==> src/rtl/fifo_pkg.sv <==
`default_nettype none
// ============================================================================
// Package     : fifo_pkg
// Description : Shared definitions for the FIFO, its writer and its read
//               controller: default sizing constants, counter widths and the
//               read-controller state encoding.
// Revision    : 1.0 - initial release
// ============================================================================
package fifo_pkg;

  localparam int DEF_DATA_WIDTH  = 8;
  localparam int DEF_BURST_LEN   = 16;
  localparam int DEF_IDLE_CYCLES = 2;

  // word_count output width (covers BURST_LEN up to 1023)
  localparam int WORD_CNT_W = 10;
  // inter-read gap counter width (covers IDLE_CYCLES up to 15)
  localparam int GAP_CNT_W  = 4;

  typedef enum logic [2:0] {
    ST_IDLE = 3'd0,
    ST_REQ  = 3'd1,
    ST_CAPT = 3'd2,
    ST_HOLD = 3'd3,
    ST_GAP  = 3'd4
  } rd_state_e;

endpackage
`default_nettype wire

==> src/rtl/rd_gap_timer.sv <==
`default_nettype none
// ============================================================================
// Module      : rd_gap_timer
// Description : Loadable down-counter that times the idle gap between two
//               FIFO reads. done is high on the last cycle of the gap, so a
//               load value of N keeps the controller in GAP for N cycles.
// Ports       : clk        - clock, rising edge
//               rst        - asynchronous active-high reset
//               load       - load load_value into the counter
//               load_value - gap length in cycles
//               enable     - count down (controller is in GAP)
//               done       - gap expires this cycle
// Revision    : 1.0 - initial release
// ============================================================================
module rd_gap_timer
  import fifo_pkg::*;
#(
  parameter int WIDTH = GAP_CNT_W
) (
  input  logic             clk,
  input  logic             rst,
  input  logic             load,
  input  logic [WIDTH-1:0] load_value,
  input  logic             enable,
  output logic             done
);

  logic [WIDTH-1:0] count;

  always_ff @(posedge clk or posedge rst) begin
    if (rst) begin
      count <= '0;
    end else if (load) begin
      count <= load_value;
    end else if (enable && (count != '0)) begin
      count <= count - 1'b1;
    end
  end

  // A zero count also reads as done so the controller can never stick in GAP.
  assign done = (count == '0) || (count == WIDTH'(1));

endmodule
`default_nettype wire

==> src/rtl/fifo_read_ctrl.sv <==
`default_nettype none
// ============================================================================
// Module      : fifo_read_ctrl
// Description : Drains one burst of BURST_LEN words from a FIFO per start
//               command, one word in flight at a time, with IDLE_CYCLES idle
//               cycles between consecutive reads and a valid/ready output.
// Ports       : rd_clk     - read-domain clock, rising edge
//               rd_rst     - asynchronous active-high reset
//               start      - one-cycle burst request, sampled only in IDLE
//               fifo_empty - FIFO empty flag
//               fifo_data  - FIFO read data, valid the cycle after fifo_read
//               fifo_read  - FIFO read strobe
//               out_data   - registered output word
//               out_valid  - out_data holds an unconsumed word
//               out_ready  - downstream accepts the word
//               busy       - burst in progress
//               done       - one-cycle pulse after the final handshake
//               word_count - words accepted in the current burst
// Revision    : 1.0 - initial release
// ============================================================================
module fifo_read_ctrl
  import fifo_pkg::*;
#(
  parameter int DATA_WIDTH  = DEF_DATA_WIDTH,
  parameter int BURST_LEN   = DEF_BURST_LEN,
  parameter int IDLE_CYCLES = DEF_IDLE_CYCLES
) (
  input  logic                  rd_clk,
  input  logic                  rd_rst,
  input  logic                  start,
  input  logic                  fifo_empty,
  input  logic [DATA_WIDTH-1:0] fifo_data,
  output logic                  fifo_read,
  output logic [DATA_WIDTH-1:0] out_data,
  output logic                  out_valid,
  input  logic                  out_ready,
  output logic                  busy,
  output logic                  done,
  output logic [WORD_CNT_W-1:0] word_count
);

  localparam logic [WORD_CNT_W-1:0] LAST_COUNT = WORD_CNT_W'(BURST_LEN - 1);
  localparam logic [GAP_CNT_W-1:0]  GAP_LOAD   = GAP_CNT_W'(IDLE_CYCLES);
  localparam logic                  HAS_GAP    = (IDLE_CYCLES > 0);

  rd_state_e state;
  logic      handshake;
  logic      last_word;
  logic      gap_load;
  logic      gap_done;

  // Reading only from REQ keeps at most one word in flight; an empty flag
  // seen in any other state is simply irrelevant.
  assign fifo_read = (state == ST_REQ) && !fifo_empty;
  assign handshake = (state == ST_HOLD) && out_valid && out_ready;
  assign last_word = (word_count == LAST_COUNT);
  assign gap_load  = handshake && !last_word && HAS_GAP;

  rd_gap_timer #(
    .WIDTH(GAP_CNT_W)
  ) u_gap_timer (
    .clk       (rd_clk),
    .rst       (rd_rst),
    .load      (gap_load),
    .load_value(GAP_LOAD),
    .enable    (state == ST_GAP),
    .done      (gap_done)
  );

  always_ff @(posedge rd_clk or posedge rd_rst) begin
    if (rd_rst) begin
      state      <= ST_IDLE;
      out_data   <= '0;
      out_valid  <= 1'b0;
      busy       <= 1'b0;
      done       <= 1'b0;
      word_count <= '0;
    end else begin
      done <= 1'b0;
      case (state)
        ST_IDLE: begin
          // word_count keeps the previous burst's total until a new start.
          if (start) begin
            state      <= ST_REQ;
            word_count <= '0;
            busy       <= 1'b1;
          end
        end
        ST_REQ: begin
          if (!fifo_empty) begin
            state <= ST_CAPT;
          end
        end
        ST_CAPT: begin
          out_data  <= fifo_data;
          out_valid <= 1'b1;
          state     <= ST_HOLD;
        end
        ST_HOLD: begin
          if (handshake) begin
            out_valid  <= 1'b0;
            word_count <= word_count + 1'b1;
            if (last_word) begin
              done  <= 1'b1;
              busy  <= 1'b0;
              state <= ST_IDLE;
            end else if (HAS_GAP) begin
              state <= ST_GAP;
            end else begin
              state <= ST_REQ;
            end
          end
        end
        ST_GAP: begin
          if (gap_done) begin
            state <= ST_REQ;
          end
        end
        default: begin
          state <= ST_IDLE;
        end
      endcase
    end
  end

endmodule
`default_nettype wire

==> config.mk <==
export PLATFORM = sky130hd
export DESIGN_NAME = fifo_read_ctrl
export DESIGN_NICKNAME = d
export VERILOG_FILES = /design/src/rtl/fifo_pkg.sv /design/src/rtl/rd_gap_timer.sv /design/src/rtl/fifo_read_ctrl.sv
export SDC_FILE = /design/constraint.sdc
export NUM_CORES = 1
export LEC_CHECK = 0
export ABC_CLOCK_PERIOD_IN_PS = 5900
export BUFFER_PORTS_ARGS = -buffer_cell sky130_fd_sc_hd__buf_2
export CORE_MARGIN = 1.5
export CORE_UTILIZATION = 45
export DETAILED_ROUTE_END_ITERATION = 10
export GPL_ROUTABILITY_DRIVEN = 0
export PLACE_DENSITY = 0.69
export SYNTH_ARGS = -nofsm -noshare
export SYNTH_HDL_FRONTEND = slang
export SYNTH_HIERARCHICAL = 1
export SYNTH_SLANG_ARGS = --single-unit
==> constraint.sdc <==
create_clock -name rd_clk -period 5.9 [get_ports rd_clk]
set_input_delay 0.295 -clock rd_clk [delete_from_list [all_inputs] [get_ports rd_clk]]
set_output_delay 0.295 -clock rd_clk [all_outputs]
set_load 0.03 [all_outputs]
==> results of run 1 <==
## critical path, cell delays in order, from the launching register on
cell	delay, ns
dfrtp_1	0.58
nand3b_1	0.29
or2_2	0.40
nor2_1	0.53
nor3b_1	0.16
a221o_1	0.29
## per-layer routing
metal / share of wire (%) / routed length, um / GRT usage [%]
met1: 47 / 1410 / 26.2
met4: 0 / 0 / 4.97
met5: 0 / 0 / 0
met2: 48 / 1450 / 27.3
met3: 5.4 / 162 / 1.92
## final timing paths
check                              from              endpoint  slack (ns)
max                            state[1]  u_gap_timer/count[3]        3.55
min reg2reg                        busy                  busy        0.53
min in group asynchronous        rd_rst  u_gap_timer/count[1]        0.37
max in group asynchronous        rd_rst              state[1]        4.69
min                        fifo_data[4]           out_data[4]        0.18
max reg2reg                    state[1]  u_gap_timer/count[3]        3.55
## cells in the mapped netlist (2+ instances only)
cell type and number:
a21o_1 2, a21oi_1 4, a31oi_1 2, a41o_1 2, buf_2 2, buf_6 2, conb_1 2, dfrtp_1 28
ha_1 3, inv_1 7, mux2_2 8, mux2i_1 2, nand2_1 12, nand2b_1 2, nand3_1 5, nand4_1 3
nor2_1 12, nor3_1 6, nor3b_1 3, nor4b_1 2, o21ai_0 5, xnor2_1 3
## stage by stage
step / total power [W] / cells / instance area (sq um)
after CTS: 0.000851 / 225 / 1760
after floorplan: 0.000634 / 147 / 1510
after global placement: 0.000708 / 220 / 1700
final: 0.000848 / 225 / 1760
after global routing: 0.000905 / 225 / 1760
after detailed placement: 0.000722 / 220 / 1700
## kinds of logic after synthesis
group | Yosys count | share of synthesized area (%)
mux | 10 | 7.32
buf+inv | 13 | 4.66
fa+ha+maj | 3 | 2.49
other cells | 2 | 0.499
compound gates | 27 | 14.2
xor+xnor | 3 | 1.75
simple gates | 59 | 22.5
flops | 28 | 46.6
## sequential cells by signal (all words and copies together) (netlist names)
register,count
u_gap_timer/count,4
state,3
out_valid,1
word_count,10
busy,1
done,1
out_data,8
## final cells by class
cell class,count,share of cell area [%]
sequential,28,39.7
timing repair buffer,36,10.6
multi-input combinational,106,42.1
clock buffer,3,1.28
inverter,7,1.49
tap,44,3.12
clock inverter,1,1.70
## what timing repair did
action,CTS,global route
hold buffers,1,0
setup buffers,0,0
hold endpoints to repair,4,0
## power groups by stage
stage               clock, W  combinational, W  sequential [W]
global route        0.000137          0.000409        0.000358
detailed placement         0          0.000377        0.000345
CTS                 0.000130          0.000379        0.000343
global placement           0          0.000368        0.000340
finish              0.000129          0.000377        0.000343
floorplan                  0          0.000232        0.000402
==> report_table.html, run 1 <==
<table>
<tr><th>Metric</th><th>Value</th></tr>
<tr><th colspan="2">CTS</th></tr>
<tr><td>Clock tree root driver cell</td><td>clkbuf_4</td></tr>
<tr><td>Max Buffers Root-to-Sink</td><td>2</td></tr>
<tr><td>Number of levels the H-tree was split into</td><td>1</td></tr>
<tr><td>Post_cts resized</td><td>0</td></tr>
<tr><td>Clock transition at the registers of the reported paths</td><td>0.16 ns</td></tr>
<tr><td>Clock buffer count from CTS</td><td>3</td></tr>
<tr><td>Clock insertion delay at the later pin of the skew report</td><td>0.33 ns</td></tr>
<tr><td># clock sinks</td><td>28</td></tr>
<tr><td>CTS tree</td><td>done</td></tr>
<tr><th colspan="2">Global routing</th></tr>
<tr><td>GRT Residual Overflow</td><td>0</td></tr>
<tr><td>Via count of the first global-routing pass</td><td>1061</td></tr>
<tr><td>GRT Total Usage</td><td>17.6%</td></tr>
<tr><td>Largest net degree at the start of global routing</td><td>25</td></tr>
<tr><td>Initial antenna violation count</td><td>0</td></tr>
<tr><td>First-pass GRT wire length</td><td>slightly below 5000 um</td></tr>
<tr><th colspan="2">Cells and area</th></tr>
<tr><td>Leading cell types in the layout, fill and taps excluded</td><td>34 x buf_2, 28 x dfrtp_1, 12 x nor2_1, 12 x nand2_1, 8 x mux2_2</td></tr>
<tr><td>Antenna fix cells</td><td>0</td></tr>
<tr><td>Share of cells above drive strength 1</td><td>~31%</td></tr>
<tr><td>Commonest non-fill, non-tap cell in the layout</td><td>buf_2</td></tr>
<tr><td>Fill cell total of the finished layout</td><td>302</td></tr>
<tr><td>Post-synthesis to final-layout area growth</td><td>17.2%</td></tr>
<tr><td>Flip-flop and latch area</td><td>701 sq um</td></tr>
<tr><td>Area of the multi-input gates</td><td>742 sq um</td></tr>
<tr><td>Utilization of the core after routing</td><td>56.9%</td></tr>
<tr><td>Layout net count</td><td>just under 200</td></tr>
<tr><th colspan="2">Logic synthesis</th></tr>
<tr><td>Portion of synthesized cell area occupied by the leading cell type</td><td>approximately 47%</td></tr>
<tr><td>Syn Std Cell Area</td><td>around 1500 sq um</td></tr>
<tr><td>Biggest area contributors in the synthesized netlist</td><td>dfrtp_1 47%, mux2_2 6.0%, nand2_1 3.0%</td></tr>
<tr><td>Count of warnings emitted by yosys</td><td>6</td></tr>
<tr><td>Cells after Synth</td><td>145</td></tr>
<tr><td>Post-Syn Area per Cell</td><td>10.4 sq um</td></tr>
<tr><td>Number of distinct library cells after synthesis</td><td>50</td></tr>
<tr><td>Biggest area consumer among synthesized cells</td><td>dfrtp_1</td></tr>
<tr><td>Sequential area share after synthesis</td><td>between 40% and 50%</td></tr>
<tr><td>Seq cells post-synth</td><td>28</td></tr>
<tr><td>Proportion of register bits with asynchronous set or reset after synthesis</td><td>100%</td></tr>
<tr><td>EDFF count, synth</td><td>0</td></tr>
<tr><td>Top FF cell, synth</td><td>dfrtp_1</td></tr>
<tr><th colspan="2">Run</th></tr>
<tr><td>Count of max-cap constraint violations</td><td>0</td></tr>
<tr><th colspan="2">STA</th></tr>
<tr><td>Max-slew violation total from the final report</td><td>0</td></tr>
<tr><td>Final-report setup violation count</td><td>0</td></tr>
<tr><td>Final period util</td><td>39.8%</td></tr>
<tr><td>Minimum period implied by the final worst setup slack</td><td>2.35 ns</td></tr>
<tr><td>Unrepaired setup endpoints after global routing</td><td>false</td></tr>
<tr><td>Fin Clk Skew</td><td>between 0.007 and 0.008 ns</td></tr>
<tr><td>Actual transition at the worst max-transition pin</td><td>0.886 ns</td></tr>
<tr><td>Worst slew slack as a fraction of its limit</td><td>40.8%</td></tr>
<tr><td>Final Worst Setup Slack</td><td>3.55 ns</td></tr>
<tr><td>Hold Slack</td><td>0.176 ns</td></tr>
<tr><td>Total Neg Setup Slack</td><td>0 ns</td></tr>
<tr><td>Maximum clock frequency</td><td>between 0.4 and 0.5 GHz</td></tr>
<tr><td>Final-report hold violation count</td><td>0</td></tr>
<tr><th colspan="2">Floorplanning</th></tr>
<tr><td>Chip Height</td><td>60.8 um</td></tr>
<tr><td>Initial Utilization</td><td>between 40% and 50%</td></tr>
<tr><td>Number of top-level design ports</td><td>35</td></tr>
<tr><td>Floorplan Core Area</td><td>~3100 sq um</td></tr>
<tr><td>Row Count</td><td>20</td></tr>
<tr><td>Die width</td><td>between 60 and 70 um</td></tr>
<tr><td>Die outline area</td><td>3700 sq um</td></tr>
<tr><th colspan="2">Route</th></tr>
<tr><td>Count of antenna-violating nets left after detailed routing</td><td>0</td></tr>
<tr><td>Detail-routed via count per cell</td><td>5.40</td></tr>
<tr><td>Residual DRC count</td><td>0</td></tr>
<tr><td>Vias after detailed routing</td><td>1216</td></tr>
<tr><td>Routed wire per std cell</td><td>13.4 um</td></tr>
<tr><td>Total Routed Length</td><td>3020 um</td></tr>
<tr><td>DRT Pass-1 Iters</td><td>4</td></tr>
<tr><td>Number of DRC violations after detailed-routing iteration 0</td><td>79</td></tr>
<tr><th colspan="2">Power</th></tr>
<tr><td>Internal power</td><td>0.000478 W</td></tr>
<tr><td>Proportion of power drawn by flip-flops and latches</td><td>between 40% and 50%</td></tr>
<tr><td>Proportion of power drawn by combinational gates</td><td>between 40% and 50%</td></tr>
<tr><td>Clock network fraction of total power</td><td>15.2%</td></tr>
<tr><td>Sw Ratio</td><td>a little over two fifths</td></tr>
<tr><td>Max rail drop VDD</td><td>0.258 mV</td></tr>
<tr><td>Reported net switching power</td><td>0.000370 W</td></tr>
<tr><td>LEAKAGE</td><td>0.832 nW</td></tr>
<tr><td>Power density relative to cell area</td><td>481 nW/um^2</td></tr>
<tr><th colspan="2">Setup path</th></tr>
<tr><td>Data required time at the worst endpoint</td><td>just over 6 ns</td></tr>
<tr><td>Crit path max fanout</td><td>13</td></tr>
<tr><td>Crit. End Element</td><td>flip-flop</td></tr>
<tr><td>Critical path class</td><td>flip-flop to flip-flop</td></tr>
<tr><td>Startpoint Class</td><td>flip-flop</td></tr>
<tr><td>Arrival time at the worst endpoint</td><td>2.58 ns</td></tr>
<tr><td>Worst r2r path cells</td><td>5</td></tr>
<tr><th colspan="2">Placement</th></tr>
<tr><td>Post-DP HPWL</td><td>between 2000 and 2500 um</td></tr>
<tr><td>Setup slack at placement</td><td>between 3 and 4 ns</td></tr>
<tr><td>Number of buffer cells added on primary ports</td><td>34</td></tr>
<tr><th colspan="2">Run status</th></tr>
<tr><td>Status</td><td>finished clean</td></tr>
<tr><th colspan="2">Min path</th></tr>
<tr><td>Type of the most critical hold path</td><td>input port to flip-flop</td></tr>
<tr><td>Worst Hold Path Cells</td><td>2</td></tr>
</table>
Note: power is estimated with default switching activity, not from simulation.
==> run 2: changes to the inputs <==
--- a/config.mk
+++ b/config.mk
@@ -5,7 +5,7 @@
 export SDC_FILE = /design/constraint.sdc
 export NUM_CORES = 1
 export LEC_CHECK = 0
-export ABC_CLOCK_PERIOD_IN_PS = 5900
+export ABC_CLOCK_PERIOD_IN_PS = 2300
 export BUFFER_PORTS_ARGS = -buffer_cell sky130_fd_sc_hd__buf_2
 export CORE_MARGIN = 1.5
 export CORE_UTILIZATION = 45
==> constraint.sdc (replaced) <==
create_clock -name rd_clk -period 2.3 [get_ports rd_clk]
set_input_delay 0.115 -clock rd_clk [delete_from_list [all_inputs] [get_ports rd_clk]]
set_output_delay 0.115 -clock rd_clk [all_outputs]
set_load 0.03 [all_outputs]
==> run 2 against run 1 <==
  * Clock power grew 90%
  * Global-route usage up 1.0 points
  * Register-to-register slack got worse by 3.2 ns
  * Clock-buffer cell count is 1 higher
  * Routed wire length up 5.3%
==> report_table.html, run 2 (synthesis results as in run 1) <==
<table>
<tr><th>Metric</th><th>Value</th></tr>
<tr><th colspan="2">Floorplanning</th></tr>
<tr><td>Floorplan Core Area</td><td>3100 sq um (unchanged)</td></tr>
<tr><td>Die width</td><td>60.8 um (unchanged)</td></tr>
<tr><td>Die outline area</td><td>3700 sq um (unchanged)</td></tr>
<tr><td>Initial Utilization</td><td>48.5% (unchanged)</td></tr>
<tr><td>Number of top-level design ports</td><td>35 (unchanged)</td></tr>
<tr><td>Chip Height</td><td>60.8 um (unchanged)</td></tr>
<tr><td>Row Count</td><td>20 (unchanged)</td></tr>
<tr><th colspan="2">Min path</th></tr>
<tr><td>Sink of the worst hold path</td><td>out_data[5]</td></tr>
<tr><td>Startpoint of the tightest hold check path</td><td>fifo_data[5]</td></tr>
<tr><td>Worst Hold Path Cells</td><td>2 (unchanged)</td></tr>
<tr><td>Type of the most critical hold path</td><td>input port to flip-flop</td></tr>
<tr><th colspan="2">Route</th></tr>
<tr><td>Total Routed Length</td><td>3180 um (+5.3%)</td></tr>
<tr><td>Routed wire per std cell</td><td>13.6 um (+1.3%)</td></tr>
<tr><td>Count of antenna-violating nets left after detailed routing</td><td>0 (unchanged)</td></tr>
<tr><td>Residual DRC count</td><td>0 (unchanged)</td></tr>
<tr><td>Vias after detailed routing</td><td>1246 (+2.5%)</td></tr>
<tr><td>DRT Pass-1 Iters</td><td>4 (unchanged)</td></tr>
<tr><td>Number of DRC violations after detailed-routing iteration 0</td><td>89 (+13%)</td></tr>
<tr><td>Detail-routed via count per cell</td><td>5.32 (-1.5%)</td></tr>
<tr><th colspan="2">Cells and area</th></tr>
<tr><td>Antenna fix cells</td><td>0 (unchanged)</td></tr>
<tr><td>Fill cell total of the finished layout</td><td>275 (-8.9%)</td></tr>
<tr><td>Flip-flop and latch area</td><td>701 sq um (unchanged)</td></tr>
<tr><td>Area of the multi-input gates</td><td>742 sq um (unchanged)</td></tr>
<tr><td>Leading cell types in the layout, fill and taps excluded</td><td>34 x buf_2, 28 x dfrtp_1, 12 x nor2_1, 12 x nand2_1, 8 x mux2_2</td></tr>
<tr><td>Flip-flop count of the largest register, all copies and words added</td><td>10 (unchanged)</td></tr>
<tr><td>Commonest non-fill, non-tap cell in the layout</td><td>buf_2</td></tr>
<tr><td>Layout net count</td><td>207 (+4.5%)</td></tr>
<tr><td>Register with the most flip-flops</td><td>word_count</td></tr>
<tr><td>Share of cells above drive strength 1</td><td>31.6% (+0.64 points)</td></tr>
<tr><td>Biggest regs</td><td>word_count: 10 flops, out_data: 8 flops, u_gap_timer/count: 4 flops</td></tr>
<tr><td>Post-synthesis to final-layout area growth</td><td>21.4%</td></tr>
<tr><td>Filler-free cell count of the finished design</td><td>234 (+4.0%)</td></tr>
<tr><th colspan="2">Placement</th></tr>
<tr><td>DP Cell Count</td><td>224 (+1.8%)</td></tr>
<tr><td>Number of buffer cells added on primary ports</td><td>34 (unchanged)</td></tr>
<tr><td>Setup slack at placement</td><td>0.417 ns (-3.18 ns)</td></tr>
<tr><td>Post-DP HPWL</td><td>2260 um (+3.4%)</td></tr>
<tr><th colspan="2">Global routing</th></tr>
<tr><td>GR Layer Usage met1</td><td>25.1% (-1.1 points)</td></tr>
<tr><td>Largest net degree at the start of global routing</td><td>25 (unchanged)</td></tr>
<tr><td>GRT Residual Overflow</td><td>0 (unchanged)</td></tr>
<tr><td>Met3 Resource Use GR</td><td>1.92% (unchanged)</td></tr>
<tr><td>First-pass GRT wire length</td><td>5210 um (+5.7%)</td></tr>
<tr><td>Top Usage Layer GRT</td><td>met2</td></tr>
<tr><td>GRT Total Usage</td><td>18.7% (+1.0 points)</td></tr>
<tr><td>Via count of the first global-routing pass</td><td>1182 (+11%)</td></tr>
<tr><td>Routing usage on met2</td><td>31.2% (+3.8 points)</td></tr>
<tr><td>Initial antenna violation count</td><td>0 (unchanged)</td></tr>
<tr><th colspan="2">STA</th></tr>
<tr><td>Minimum period implied by the final worst setup slack</td><td>1.96 ns (-0.388 ns)</td></tr>
<tr><td>Fin Clk Skew</td><td>0.0123 ns (+0.00482 ns)</td></tr>
<tr><td>Maximum clock frequency</td><td>0.511 GHz (+20%)</td></tr>
<tr><td>Final-report hold violation count</td><td>0 (unchanged)</td></tr>
<tr><td>Max-slew violation total from the final report</td><td>0 (unchanged)</td></tr>
<tr><td>Final Worst Setup Slack</td><td>0.341 ns (-3.21 ns)</td></tr>
<tr><td>Unrepaired setup endpoints after global routing</td><td>false</td></tr>
<tr><td>Actual transition at the worst max-transition pin</td><td>0.910 ns (+0.0235 ns)</td></tr>
<tr><td>Worst slew slack as a fraction of its limit</td><td>39.3% (-1.6 points)</td></tr>
<tr><td>Total Neg Setup Slack</td><td>0 ns (unchanged)</td></tr>
<tr><td>Final period util</td><td>85.2% (+45 points)</td></tr>
<tr><td>Final-report setup violation count</td><td>0 (unchanged)</td></tr>
<tr><th colspan="2">Setup path</th></tr>
<tr><td>Worst reg2reg setup slack</td><td>0.34 ns (-3.21 ns)</td></tr>
<tr><td>Largest stage delay on the critical path</td><td>0.52 ns (-0.06 ns)</td></tr>
<tr><td>Critical path class</td><td>flip-flop to flip-flop</td></tr>
<tr><td>Crit. End Element</td><td>flip-flop</td></tr>
<tr><td>Startpoint Class</td><td>flip-flop</td></tr>
<tr><td>Data required time at the worst endpoint</td><td>2.52 ns (-3.61 ns)</td></tr>
<tr><td>Slowest library cell on the worst path</td><td>dfrtp_1</td></tr>
<tr><td>Arrival time at the worst endpoint</td><td>2.18 ns (-0.40 ns)</td></tr>
<tr><td>R2r startpoint</td><td>word_count[7]</td></tr>
<tr><td>Worst r2r path cells</td><td>7 (+2)</td></tr>
<tr><td>Crit path max fanout</td><td>12 (-1)</td></tr>
<tr><td>Series of cell instances along the critical path</td><td>or4_1, nor3_1, nor2_1, buf_4, nor3b_1, mux2i_1, o311ai_0</td></tr>
<tr><td>Reg-to-reg endpoint</td><td>u_gap_timer/count[0]</td></tr>
<tr><th colspan="2">Power</th></tr>
<tr><td>Max rail drop VDD</td><td>0.644 mV (+150%)</td></tr>
<tr><td>LEAKAGE</td><td>0.866 nW (+4.1%)</td></tr>
<tr><td>Power density relative to cell area</td><td>1170 nW/um^2 (+140%)</td></tr>
<tr><th colspan="2">CTS</th></tr>
<tr><td>Post_cts resized</td><td>0 (unchanged)</td></tr>
<tr><td>Clock insertion delay at the later pin of the skew report</td><td>0.33 ns (about the same)</td></tr>
<tr><td>Clock buffer count from CTS</td><td>3 (unchanged)</td></tr>
<tr><td>Clock transition at the registers of the reported paths</td><td>0.16 ns (about the same)</td></tr>
<tr><td>Clock tree root driver cell</td><td>clkbuf_4</td></tr>
<tr><td>Max Buffers Root-to-Sink</td><td>2 (unchanged)</td></tr>
<tr><td># clock sinks</td><td>28 (unchanged)</td></tr>
<tr><td>Number of buffers inserted to repair setup after CTS</td><td>0 (unchanged)</td></tr>
<tr><td>CTS tree</td><td>done</td></tr>
<tr><td>Number of levels the H-tree was split into</td><td>1 (unchanged)</td></tr>
<tr><th colspan="2">Run status</th></tr>
<tr><td>Status</td><td>finished clean</td></tr>
<tr><th colspan="2">Run</th></tr>
<tr><td>Count of max-cap constraint violations</td><td>0 (unchanged)</td></tr>
</table>
[run 2: cell count changes in the layout (fill, tap and decap cells not counted), sizes merged]
| cell | delta |
|---|---|
| clkbuf | +1 |
| buf | +4 |
| dlygate4sd3 | +5 |
| bufinv | -1 |
[run 2: per-layer routing]
| metal | share of wire [%] | vias to the layer above |
|---|---|---|
| li1 | - | 609 |
| met1 | 48 | 602 |
| met2 | 47 | 33 |
| met3 | 4.2 | 2 |
| met4 | 0.72 | 0 |
| met5 | 0 | - |
[run 2: layout make-up]
class / instances / area share [%]
multi-input cells: 106 / 40.6
flip-flops and latches: 28 / 38.3
repair buffers: 45 / 14.6
well taps: 44 / 3.01
clock buffers: 4 / 1.98
inverters: 7 / 1.44
[run 2: through the flow]
stage          total power, W  instance area (sq um)  hold slack [ns]  utilization [%]
2_1_floorplan         0.00163                   1510           -0.119                -
3_3_place_gp          0.00185                   1730           0.0226             55.8
3_5_place_dp          0.00189                   1730           0.0256             55.8
4_1_cts               0.00214                   1810         0.000749             58.3
5_1_grt               0.00228                   1830          0.00242             58.9
6_report              0.00214                   1830          0.00895             58.9
[run 2: report_power, final]
part	total [W]	switching (W)	leakage, nW	internal [W]
registers	0.000887	0.000222	0.349	0.000665
clock network	0.000245	0.000148	0.0210	0.0000969
logic	0.00101	0.000586	0.497	0.000420
total	0.00214	0.000956	0.866	0.00118
[run 2: repair_timing]
action / CTS / global route
endpoints found under the setup margin: 0 / 0
endpoints found under the hold margin: 22 / 2
hold buffers: 4 / 2
[run 2: worst max-delay path: cells and delay by family, from the launching register on]
kind	cells	cell delay (ns)
AOI/OAI and AO/OA	1	0.09
buffers and inverters	1	0.18
DFF	1	0.52
and+or+nand+nor	4	0.95
muxes	1	0.10
[run 2: worst max-delay path by stage]
stage | from | end | slack (ns) | cells after the start
2_1_floorplan | out_valid | u_gap_timer/count[3] | 0.33 | 6
5_1_grt | word_count[7] | u_gap_timer/count[0] | 0.25 | 7
3_5_place_dp | word_count[7] | u_gap_timer/count[0] | 0.42 | 7
6_report | word_count[7] | u_gap_timer/count[0] | 0.34 | 7
3_3_place_gp | word_count[7] | u_gap_timer/count[0] | 0.47 | 7
4_1_cts | word_count[7] | u_gap_timer/count[0] | 0.37 | 7
==> run 3: changes to the inputs <==
--- a/config.mk
+++ b/config.mk
@@ -8,10 +8,9 @@
 export ABC_CLOCK_PERIOD_IN_PS = 2300
 export BUFFER_PORTS_ARGS = -buffer_cell sky130_fd_sc_hd__buf_2
 export CORE_MARGIN = 1.5
-export CORE_UTILIZATION = 45
+export CORE_UTILIZATION = 40
 export DETAILED_ROUTE_END_ITERATION = 10
 export GPL_ROUTABILITY_DRIVEN = 0
-export PLACE_DENSITY = 0.69
 export SYNTH_ARGS = -nofsm -noshare
 export SYNTH_HDL_FRONTEND = slang
 export SYNTH_HIERARCHICAL = 1
==> run 3 against run 2 <==
  * Global-route usage fell by 2.1 points
  * Largest power group unchanged
  * Critical path depth did not move
  * First-iteration DRC count fell by 19%
  * Highest routed layer unchanged
  * Register-to-register slack got worse by 0.02 ns
  * Worst hold slack improved by 0.059 ns
==> report_table.html, run 3 (synthesis results as in run 1) <==
<table>
<tr><th>Metric</th><th>Value</th></tr>
<tr><th colspan="2">Run status</th></tr>
<tr><td>Status</td><td>finished clean</td></tr>
<tr><th colspan="2">CTS</th></tr>
<tr><td>Clock buffer count from CTS</td><td>3 (unchanged)</td></tr>
<tr><td>Clock tree root driver cell</td><td>clkbuf_8</td></tr>
<tr><td>Max Buffers Root-to-Sink</td><td>2 (unchanged)</td></tr>
<tr><td>CTS tree</td><td>done</td></tr>
<tr><td>Number of levels the H-tree was split into</td><td>1 (unchanged)</td></tr>
<tr><td>Number of buffers inserted to repair setup after CTS</td><td>0 (unchanged)</td></tr>
<tr><td>Clock transition at the registers of the reported paths</td><td>0.10 ns (-0.06 ns)</td></tr>
<tr><td># clock sinks</td><td>28 (unchanged)</td></tr>
<tr><td>Post_cts resized</td><td>0 (unchanged)</td></tr>
<tr><td>Cts hold-fix bufs</td><td>1 (-3)</td></tr>
<tr><td>Clock insertion delay at the later pin of the skew report</td><td>0.27 ns (-0.06 ns)</td></tr>
<tr><th colspan="2">Route</th></tr>
<tr><td>Number of DRC violations after detailed-routing iteration 0</td><td>72 (-19%)</td></tr>
<tr><td>Residual DRC count</td><td>0 (unchanged)</td></tr>
<tr><td>Detail-routed via count per cell</td><td>5.26 (-1.2%)</td></tr>
<tr><td>Count of antenna-violating nets left after detailed routing</td><td>0 (unchanged)</td></tr>
<tr><td>DRT Pass-1 Iters</td><td>4 (unchanged)</td></tr>
<tr><td>Vias after detailed routing</td><td>1226 (-1.6%)</td></tr>
<tr><td>Routed wire per std cell</td><td>13.4 um (-1.3%)</td></tr>
<tr><td>Total Routed Length</td><td>3120 um (-1.8%)</td></tr>
<tr><th colspan="2">Cells and area</th></tr>
<tr><td>Utilization of the core after routing</td><td>50.0% (-8.9 points)</td></tr>
<tr><td>Commonest non-fill, non-tap cell in the layout</td><td>buf_2</td></tr>
<tr><td>Biggest regs</td><td>word_count: 10 flops, out_data: 8 flops, u_gap_timer/count: 4 flops</td></tr>
<tr><td>Post-synthesis to final-layout area growth</td><td>20.8%</td></tr>
<tr><td>Antenna fix cells</td><td>0 (unchanged)</td></tr>
<tr><td>Flip-flop count of the largest register, all copies and words added</td><td>10 (unchanged)</td></tr>
<tr><td>Layout net count</td><td>202 (-2.4%)</td></tr>
<tr><td>Register with the most flip-flops</td><td>word_count</td></tr>
<tr><td>Leading cell types in the layout, fill and taps excluded</td><td>34 x buf_2, 28 x dfrtp_1, 12 x nor2_1, 12 x nand2_1, 8 x mux2_2</td></tr>
<tr><td>Share of cells above drive strength 1</td><td>32.4% (+0.85 points)</td></tr>
<tr><th colspan="2">Floorplanning</th></tr>
<tr><td>Row Count</td><td>22 (+10%)</td></tr>
<tr><td>Die width</td><td>64.3 um (+5.8%)</td></tr>
<tr><td>Initial Utilization</td><td>41.4% (-7.1 points)</td></tr>
<tr><td>Floorplan Core Area</td><td>3630 sq um (+17%)</td></tr>
<tr><td>Die outline area</td><td>4140 sq um (+12%)</td></tr>
<tr><td>Chip Height</td><td>64.3 um (+5.8%)</td></tr>
<tr><td>Number of top-level design ports</td><td>35 (unchanged)</td></tr>
<tr><th colspan="2">STA</th></tr>
<tr><td>Total Neg Setup Slack</td><td>0 ns (unchanged)</td></tr>
<tr><td>Actual transition at the worst max-transition pin</td><td>0.948 ns (+0.0382 ns)</td></tr>
<tr><td>Maximum clock frequency</td><td>0.505 GHz (-1.1%)</td></tr>
<tr><td>Final-report setup violation count</td><td>0 (unchanged)</td></tr>
<tr><td>Minimum period implied by the final worst setup slack</td><td>1.98 ns (+0.0219 ns)</td></tr>
<tr><td>Worst slew slack as a fraction of its limit</td><td>36.7% (-2.6 points)</td></tr>
<tr><td>Final period util</td><td>86.1% (+0.95 points)</td></tr>
<tr><td>Unrepaired setup endpoints after global routing</td><td>false</td></tr>
<tr><td>Final-report hold violation count</td><td>0 (unchanged)</td></tr>
<tr><td>Max-slew violation total from the final report</td><td>0 (unchanged)</td></tr>
<tr><td>Hold Slack</td><td>0.0682 ns (+0.0593 ns)</td></tr>
<tr><td>Fin Clk Skew</td><td>0.00297 ns (-0.00933 ns)</td></tr>
<tr><th colspan="2">Global routing</th></tr>
<tr><td>Via count of the first global-routing pass</td><td>1235 (+4.5%)</td></tr>
<tr><td>Largest net degree at the start of global routing</td><td>25 (unchanged)</td></tr>
<tr><td>Initial antenna violation count</td><td>0 (unchanged)</td></tr>
<tr><td>GRT Residual Overflow</td><td>0 (unchanged)</td></tr>
<tr><td>GRT Total Usage</td><td>16.6% (-2.1 points)</td></tr>
<tr><td>First-pass GRT wire length</td><td>5510 um (+5.8%)</td></tr>
<tr><th colspan="2">Setup path</th></tr>
<tr><td>Arrival time at the worst endpoint</td><td>2.14 ns (-0.04 ns)</td></tr>
<tr><td>Crit. End Element</td><td>flip-flop</td></tr>
<tr><td>Worst reg2reg setup slack</td><td>0.32 ns (-0.02 ns)</td></tr>
<tr><td>Largest stage delay on the critical path</td><td>0.51 ns (about the same)</td></tr>
<tr><td>Slowest library cell on the worst path</td><td>or4_1</td></tr>
<tr><td>Critical path's top delay family</td><td>simple AND/OR/NAND/NOR gates</td></tr>
<tr><td>R2r startpoint</td><td>word_count[7]</td></tr>
<tr><td>Startpoint Class</td><td>flip-flop</td></tr>
<tr><td>Crit path max fanout</td><td>12 (unchanged)</td></tr>
<tr><td>Series of cell instances along the critical path</td><td>or4_1, nor3_1, nor2_1, buf_4, nor3b_1, mux2i_1, o311ai_0</td></tr>
<tr><td>Data required time at the worst endpoint</td><td>2.46 ns (-0.06 ns)</td></tr>
<tr><td>Reg-to-reg endpoint</td><td>u_gap_timer/count[0]</td></tr>
<tr><td>Worst r2r path cells</td><td>7 (unchanged)</td></tr>
<tr><td>Worst path bufs/invs</td><td>1 (unchanged)</td></tr>
<tr><td>Critical path class</td><td>flip-flop to flip-flop</td></tr>
<tr><th colspan="2">Min path</th></tr>
<tr><td>Sink of the worst hold path</td><td>out_data[6]</td></tr>
<tr><td>Worst Hold Path Cells</td><td>2 (unchanged)</td></tr>
<tr><td>Type of the most critical hold path</td><td>input port to flip-flop</td></tr>
<tr><td>Startpoint of the tightest hold check path</td><td>fifo_data[6]</td></tr>
<tr><th colspan="2">Power</th></tr>
<tr><td>Power density relative to cell area</td><td>1240 nW/um^2 (+6.4%)</td></tr>
<tr><td>Max rail drop VDD</td><td>0.663 mV (+3.1%)</td></tr>
<tr><td>LEAKAGE</td><td>0.860 nW (-0.71%)</td></tr>
<tr><th colspan="2">Placement</th></tr>
<tr><td>Number of buffer cells added on primary ports</td><td>34 (unchanged)</td></tr>
<tr><td>Post-DP HPWL</td><td>2320 um (+2.5%)</td></tr>
<tr><th colspan="2">Run</th></tr>
<tr><td>Count of max-cap constraint violations</td><td>0 (unchanged)</td></tr>
</table>
[run 3: cell types whose count changed in the layout (fill, tap and decap cells not counted)]
cell	before	now
bufinv_16	0	1
clkbuf_8	1	3
clkbuf_4	3	0
dlygate4sd3_1	6	1
[run 3: how the worst max path moves through the flow]
stage | from | to | slack, ns | depth (start not counted)
global placement | word_count[7] | u_gap_timer/count[0] | 0.44 | 7
finish | word_count[7] | u_gap_timer/count[0] | 0.32 | 7
CTS | word_count[5] | u_gap_timer/count[0] | 0.32 | 7
global route | word_count[5] | u_gap_timer/count[0] | 0.11 | 7
floorplan | out_valid | u_gap_timer/count[3] | 0.33 | 6
detailed placement | word_count[7] | u_gap_timer/count[0] | 0.36 | 7
[run 3: routing by layer]
| layer | track usage [%] | wire length (um) | share of wire (%) | vias up |
|---|---|---|---|---|
| li1 | - | - | - | 607 |
| met1 | 20.0 | 1340 | 43 | 601 |
| met2 | 29.9 | 1690 | 54 | 16 |
| met3 | 2.29 | 67 | 2.1 | 2 |
| met4 | 6.12 | 25 | 0.80 | 0 |
| met5 | 0 | 0 | 0 | - |
[run 3: per-stage QoR]
| step | instances | worst slack [ns] | instance area (sq um) | total power [W] |
|---|---|---|---|---|
| after CTS | 233 | 0.324 | 1820 | 0.00228 |
| after detailed placement | 228 | 0.358 | 1740 | 0.00189 |
| after floorplan | 147 | 0.328 | 1510 | 0.00163 |
| after global placement | 228 | 0.436 | 1740 | 0.00186 |
| final | 233 | 0.319 | 1820 | 0.00226 |
| after global routing | 233 | 0.110 | 1820 | 0.00243 |
[run 3: power breakdown]
group	internal (W)	total (W)	switching [W]
clock	0.000233	0.000387	0.000154
combinational	0.000415	0.000997	0.000582
sequential	0.000666	0.000878	0.000212
[run 3: area by class of cell]
cell class	instances	area, sq um
fill	362	1820
sequential	28	701
multi-input combinational	106	742
timing repair buffer	40	218
clock inverter	1	30.0
tap	48	60.1
inverter	7	26.3
clock buffer	3	41.3
